$ cat src/rtl/cache_miss_fill_controller_pkg.sv
// Shared definitions for the cache miss fill controller.
// - fill_state_t : fill sequence states, IDLE through DONE
// - clog2        : constant ceiling-log2 used to derive the address widths
//                  BW_CACHE_CAPACITY and BW_OFFSET from the block parameters
package cache_miss_fill_controller_pkg;

  typedef enum logic [2:0] {
    IDLE        = 3'd0,
    POLICY_REQ  = 3'd1,
    POLICY_WAIT = 3'd2,
    FILL        = 3'd3,
    TAG_WR      = 3'd4,
    DONE        = 3'd5
  } fill_state_t;

  localparam int DEF_CACHE_BLOCK_CAPACITY = 16;
  localparam int DEF_BLOCK_WORDS          = 4;
  localparam int DEF_BW_TAG               = 24;
  localparam int DEF_BW_WORD              = 32;

  function automatic int clog2(input int value);
    int result;
    int v;
    result = 0;
    v      = value - 1;
    while (v > 0) begin
      result = result + 1;
      v      = v >> 1;
    end
    return result;
  endfunction

endpackage

$ cat src/rtl/cache_miss_fill_controller.sv
// Cache miss fill controller: initiator side of the replacement-policy
// handshake. A miss pulses the policy controller, captures the victim block,
// reads BLOCK_WORDS words from the next memory level into the data array at
// the victim block, then writes the {valid, tag} entry and pulses fill_done_o.
// Ports:
//   clock_i, resetn_i          clock (rising edge), async active-low reset
//   miss_i, miss_tag_i         fill request and tag of the missed block
//   busy_o, fill_done_o        busy from accept to done, completion pulse
//   policy_req_o               one-cycle pulse to the policy controller
//   policy_done_i/addr_i       policy response (done is sticky) and victim
//   mem_req_o, mem_addr_o      block read request and word address {tag, 0}
//   mem_valid_i, mem_data_i    returned memory words
//   cache_we_o/addr_o/data_o   data array write port {victim, offset}
//   tag_we_o/addr_o/data_o     tag array write port, data {1'b1, tag}
// All outputs are registered.
module cache_miss_fill_controller
  import cache_miss_fill_controller_pkg::*;
#(
  parameter int CACHE_BLOCK_CAPACITY = DEF_CACHE_BLOCK_CAPACITY,
  parameter int BLOCK_WORDS          = DEF_BLOCK_WORDS,
  parameter int BW_TAG               = DEF_BW_TAG,
  parameter int BW_WORD              = DEF_BW_WORD,
  localparam int BW_CACHE_CAPACITY   = clog2(CACHE_BLOCK_CAPACITY),
  localparam int BW_OFFSET           = clog2(BLOCK_WORDS)
) (
  input  logic                                 clock_i,
  input  logic                                 resetn_i,
  input  logic                                 miss_i,
  input  logic [BW_TAG-1:0]                    miss_tag_i,
  output logic                                 busy_o,
  output logic                                 fill_done_o,
  output logic                                 policy_req_o,
  input  logic                                 policy_done_i,
  input  logic [BW_CACHE_CAPACITY-1:0]         policy_addr_i,
  output logic                                 mem_req_o,
  output logic [BW_TAG+BW_OFFSET-1:0]          mem_addr_o,
  input  logic                                 mem_valid_i,
  input  logic [BW_WORD-1:0]                   mem_data_i,
  output logic                                 cache_we_o,
  output logic [BW_CACHE_CAPACITY+BW_OFFSET-1:0] cache_addr_o,
  output logic [BW_WORD-1:0]                   cache_data_o,
  output logic                                 tag_we_o,
  output logic [BW_CACHE_CAPACITY-1:0]         tag_addr_o,
  output logic [BW_TAG:0]                      tag_data_o
);

  localparam logic [BW_OFFSET-1:0] LAST_WORD = BW_OFFSET'(BLOCK_WORDS - 1);

  fill_state_t                  state;
  fill_state_t                  state_next;
  logic [BW_TAG-1:0]            tag_q;
  logic [BW_CACHE_CAPACITY-1:0] victim_q;
  logic [BW_OFFSET-1:0]         word_cnt;
  logic                         word_accept;
  logic                         last_word;
  logic                         victim_take;

  assign word_accept = (state == FILL) && mem_valid_i;
  assign last_word   = word_accept && (word_cnt == LAST_WORD);
  // policy_done_i is sticky, so it is only trusted after the request cycle.
  assign victim_take = (state == POLICY_WAIT) && policy_done_i;

  always_comb begin
    state_next = state;
    unique case (state)
      IDLE:        if (miss_i) state_next = POLICY_REQ;
      POLICY_REQ:  state_next = POLICY_WAIT;
      POLICY_WAIT: if (policy_done_i) state_next = FILL;
      FILL:        if (last_word) state_next = TAG_WR;
      TAG_WR:      state_next = DONE;
      DONE:        state_next = IDLE;
      default:     state_next = IDLE;
    endcase
  end

  // Sequence state, captured miss tag, victim and word offset
  always_ff @(posedge clock_i or negedge resetn_i) begin
    if (!resetn_i) begin
      state    <= IDLE;
      tag_q    <= '0;
      victim_q <= '0;
      word_cnt <= '0;
    end else begin
      state <= state_next;
      if ((state == IDLE) && miss_i) tag_q <= miss_tag_i;
      if (victim_take) victim_q <= policy_addr_i;
      // Wraps to 0 on the last word, ready for the next fill.
      if (word_accept) word_cnt <= word_cnt + BW_OFFSET'(1);
    end
  end

  // Registered outputs
  always_ff @(posedge clock_i or negedge resetn_i) begin
    if (!resetn_i) begin
      busy_o       <= 1'b0;
      fill_done_o  <= 1'b0;
      policy_req_o <= 1'b0;
      mem_req_o    <= 1'b0;
      mem_addr_o   <= '0;
      cache_we_o   <= 1'b0;
      cache_addr_o <= '0;
      cache_data_o <= '0;
      tag_we_o     <= 1'b0;
      tag_addr_o   <= '0;
      tag_data_o   <= '0;
    end else begin
      busy_o       <= (state_next != IDLE);
      fill_done_o  <= (state == TAG_WR);
      policy_req_o <= (state == IDLE) && miss_i;
      // Held across the whole fill; drops on the edge taking the last word.
      mem_req_o    <= (state_next == FILL);
      cache_we_o   <= word_accept;
      tag_we_o     <= last_word;
      if (victim_take) mem_addr_o <= {tag_q, {BW_OFFSET{1'b0}}};
      if (word_accept) begin
        cache_addr_o <= {victim_q, word_cnt};
        cache_data_o <= mem_data_i;
      end
      if (last_word) begin
        tag_addr_o <= victim_q;
        tag_data_o <= {1'b1, tag_q};
      end
    end
  end

endmodule

$ cat config.mk
export PLATFORM = sky130hd
export DESIGN_NAME = cache_miss_fill_controller
export DESIGN_NICKNAME = d
export VERILOG_FILES = /design/src/rtl/cache_miss_fill_controller_pkg.sv /design/src/rtl/cache_miss_fill_controller.sv
export SDC_FILE = /design/constraint.sdc
export NUM_CORES = 1
export LEC_CHECK = 0
export ABC_AREA = 1
export BUFFER_PORTS_ARGS = -buffer_cell sky130_fd_sc_hd__buf_4
export CAP_MARGIN = 15
export CELL_PAD_IN_SITES_DETAIL_PLACEMENT = 0
export CELL_PAD_IN_SITES_GLOBAL_PLACEMENT = 1
export CORE_MARGIN = 2
export CORE_UTILIZATION = 30
export CTS_CLUSTER_SIZE = 8
export DETAILED_ROUTE_END_ITERATION = 7
export HOLD_SLACK_MARGIN = 0.03
export PLACE_DENSITY = 0.71
export SLEW_MARGIN = 20
export SYNTH_ARGS = -nofsm -noshare
export SYNTH_HDL_FRONTEND = slang
export SYNTH_SLANG_ARGS = --single-unit
$ cat constraint.sdc
create_clock -name clock_i -period 2 [get_ports clock_i]
set_clock_uncertainty 0.1 [all_clocks]
set_input_delay 0.4 -clock clock_i [delete_from_list [all_inputs] [get_ports clock_i]]
set_output_delay 0.4 -clock clock_i [all_outputs]
set_load 0.05 [all_outputs]
==> metrics.txt <==
fin nets=780; Skew-Pair Late Insertion Delay=0.42 ns; fin. max-slew vios=0; largest net degree at the start of global routing=56; Syn Inst Count=543; Rows=46; synthesized area=0.00492 mm^2; Layout fillers=1587; GRT busiest layer=met2; number of flops mapped to enable cells by yosys=0; total leakage power=0.00388 uW; share of cells above drive strength 1=29.2%; Sw Pwr=6660 uW; worst slew pin tran=0.562 ns; Detailed Place HPWL=9.22 mm; number of distinct library cells after synthesis=21; Buf+Inv Stages, Crit Path=2; Tcrit/Tclk final=81.6%; FF-to-FF path depth=6; crit-path max FO=16; ys flop type=dfrtp_1; GR Util met3=6.42%; routed vias=4130; Comb pwr share=47.7%; P_int=7330 uW; worst r2r dst=tag_q[16]; critical-path cell list=nor2_1, nand3_1, clkinv_1, buf_12, nand2_1, nand2_1; most used cell, CP=nand2_1; CTS tree=done; n_diodes=0; met2 Use GR=24.7%; Hold Vio Cnt, Final=0; Synth top cells by count=nand2_1 (314), dfrtp_1 (130), nand3_1 (23); reg2reg start=state[0]; Critical Path Sink Type=flop; sequential fraction of the synthesis area=66.1%; slew margin rel.=62.5%; Layout area overhead=42.2%; Starting Density=30.9%; Worst Path Arrival=1.84 ns; critical path class=reg -> reg; chip width=132 um; top cell type's share of synthesized area=66.1%; crit path from=state[0]; Synth area leaders=dfrtp_1 (66%), nand2_1 (24%), nand3_1 (2.3%); Die Y=132 um; setup tns final=0 ns; CTS Buf Count=17; Max VDD drop=780 uV; Seq cells post-synth=130; overall power=14000 uW; cell accounting for the most synthesized area=dfrtp_1; top-count cell post-synth=nand2_1; Final ANT Viol Nets=0; xor-xnor portion of the synthesized cell area=0.178%; worst min-delay path class=in -> reg; Reg clk slew, reported paths=0.06 ns; endpoints failing setup=0; internal reg-to-reg setup slack=0.37 ns; # H-tree levels=4; unrepaired setup endpoints after global routing=false; clock share of power=20.0%; DR WL/cell=14.0 um; GRT Util Overall=16.0%; sw frac=47.6%; first-pass GRT wire length=22.1 mm; Root Buffer Master=clkbuf_16; worst endpoint required time=2.20 ns; crit-path max cell delay=0.41 ns; initial antenna violation count=0; family with the most delay on the worst path=buffers and inverters; main combinational cell family by area after synthesis=simple AND/OR/NAND/NOR gates; Power Dens Cells=2000 mW/mm^2; Worst path depth=6; Initial DRC Count=195; CP startpoint kind=flop; outcome=complete, no violations; PortBufs=161; area of the die=0.0175 mm^2; Residual DRC=0; drt first pass iters=5; Reg power frac=32.4%; post_cts resized=0; GPL Wtd Cong=0.786; complex-gate fraction of the synthesized area=1.88%; Vias/cell=4.38; CP endpoint=tag_q[16]; clk sinks=130; met1 Usage GRT=20.1%; Max-Cap Viols=0; asr flop ratio synth=100%; Ports=164; simple-gate share of the synthesized area=27.7%; post-synthesis adder-cell area fraction=0.254%; vias in the first global route=4314; f_max=613 MHz; Syn Area/Cell=9.07 um^2; setup bufs post-CTS=0; final critical-path required period=1.63 ns; critical path's slowest cell=dfrtp_1; core area=0.0159 mm^2; total grt overflow=0; clock buffer depth=2; mux cell area share after synthesis=0%; Yosys Warn Count=0; total wire length=13.2 mm
-- power groups by stage --
| stage | Combinational (uW) | Clock [uW] | Sequential, uW |
|---|---|---|---|
| CTS | 6760 | 2860 | 4540 |
| finish | 6660 | 2790 | 4530 |
| detailed placement | 6740 | 0 | 4570 |
| global route | 7180 | 3000 | 4690 |
| floorplan | 1590 | 0 | 7430 |
| global placement | 6650 | 0 | 4540 |
-- layout by cell type, fill, tap and decap left out, drive strengths merged --
cell,netlist,final
buf,14,176
clkinvlp,0,6
inv,14,15
dlygate4sd3,0,1
nand2,315,315
clkinv,1,6
conb,1,2
o21ai,12,12
a21oi,5,5
nor2,11,11
nand3,24,24
dfrtp,130,130
a21o,1,1
clkbuf,12,20
xnor2,1,1
ha,1,1
or2,1,1
-- registers in the layout (all words and copies together) (netlist names), 3 cells and up --
signal and cells:
mem_addr_o 24, state 3, cache_data_o 32, tag_addr_o 4
tag_q 24, cache_addr_o 6, victim_q 4, tag_data_o 25
-- worst min path at each step --
| stage | slack (ns) | depth (start not counted) | end | startpoint |
|---|---|---|---|---|
| after CTS | 0.06 | 3 | tag_q[14] | miss_tag_i[14] |
| after global placement | 0.30 | 1 | cache_data_o[16] | resetn_i |
| after global routing | 0.07 | 3 | cache_data_o[29] | mem_data_i[29] |
| final | 0.08 | 3 | tag_q[14] | miss_tag_i[14] |
| after detailed placement | 0.31 | 1 | cache_data_o[16] | resetn_i |
| after floorplan | 0.004 | 0 | busy_o | resetn_i |
-- logic make-up after synthesis --
kind of cell,count (synthesis)
other,1
adders and majority gates,1
buffers and inverters,41
AOI/OAI and AO/OA,18
DFF,130
and+or+nand+nor,351
xor gates and xnor gates,1
-- tightest hold or removal path, delay by kind of cell --
kind	cells	cell delay, ns
simple gates	2	0.08
buf+inv	1	0.07
-- layout make-up --
cell class / instances / area, um^2 / area share (%)
Sequential cell: 130 / 3250 / 46.5
Inverter: 15 / 56.3 / 0.804
Clock inverter: 12 / 86.3 / 1.23
Tap cell: 216 / 270 / 3.86
Clock buffer: 20 / 447 / 6.38
Timing Repair Buffer: 177 / 1400 / 20.0
Multi-Input combinational cell: 373 / 1490 / 21.3
-- routing by layer --
| metal | part of all wire, % | wire length (um) |
|---|---|---|
| met2 | 45 | 6000 |
| met5 | 0 | 0 |
| met1 | 44 | 5860 |
| met3 | 9.1 | 1200 |
| met4 | 1.4 | 182 |
-- per-stage QoR --
| stage | hold WS (ns) | std cells | setup WS, ns | utilization, % | instance area [um^2] |
|---|---|---|---|---|---|
| after global routing | 0.0684 | 943 | 0.195 | 43.9 | 7000 |
| final | 0.0780 | 943 | 0.367 | 43.9 | 7000 |
| after detailed placement | 0.313 | 910 | 0.364 | 40.5 | 6460 |
| after global placement | 0.300 | 910 | 0.423 | 40.5 | 6460 |
| after CTS | 0.0555 | 943 | 0.341 | 43.9 | 7000 |
| after floorplan | 0.00441 | 544 | 0.576 | - | 4930 |
-- timing repair --
item,4_1_cts,5_1_grt
hold buffers,1,0
setup endpoints to repair,0,0
hold endpoints to repair,51,0
(Power assumes the default switching activity.)
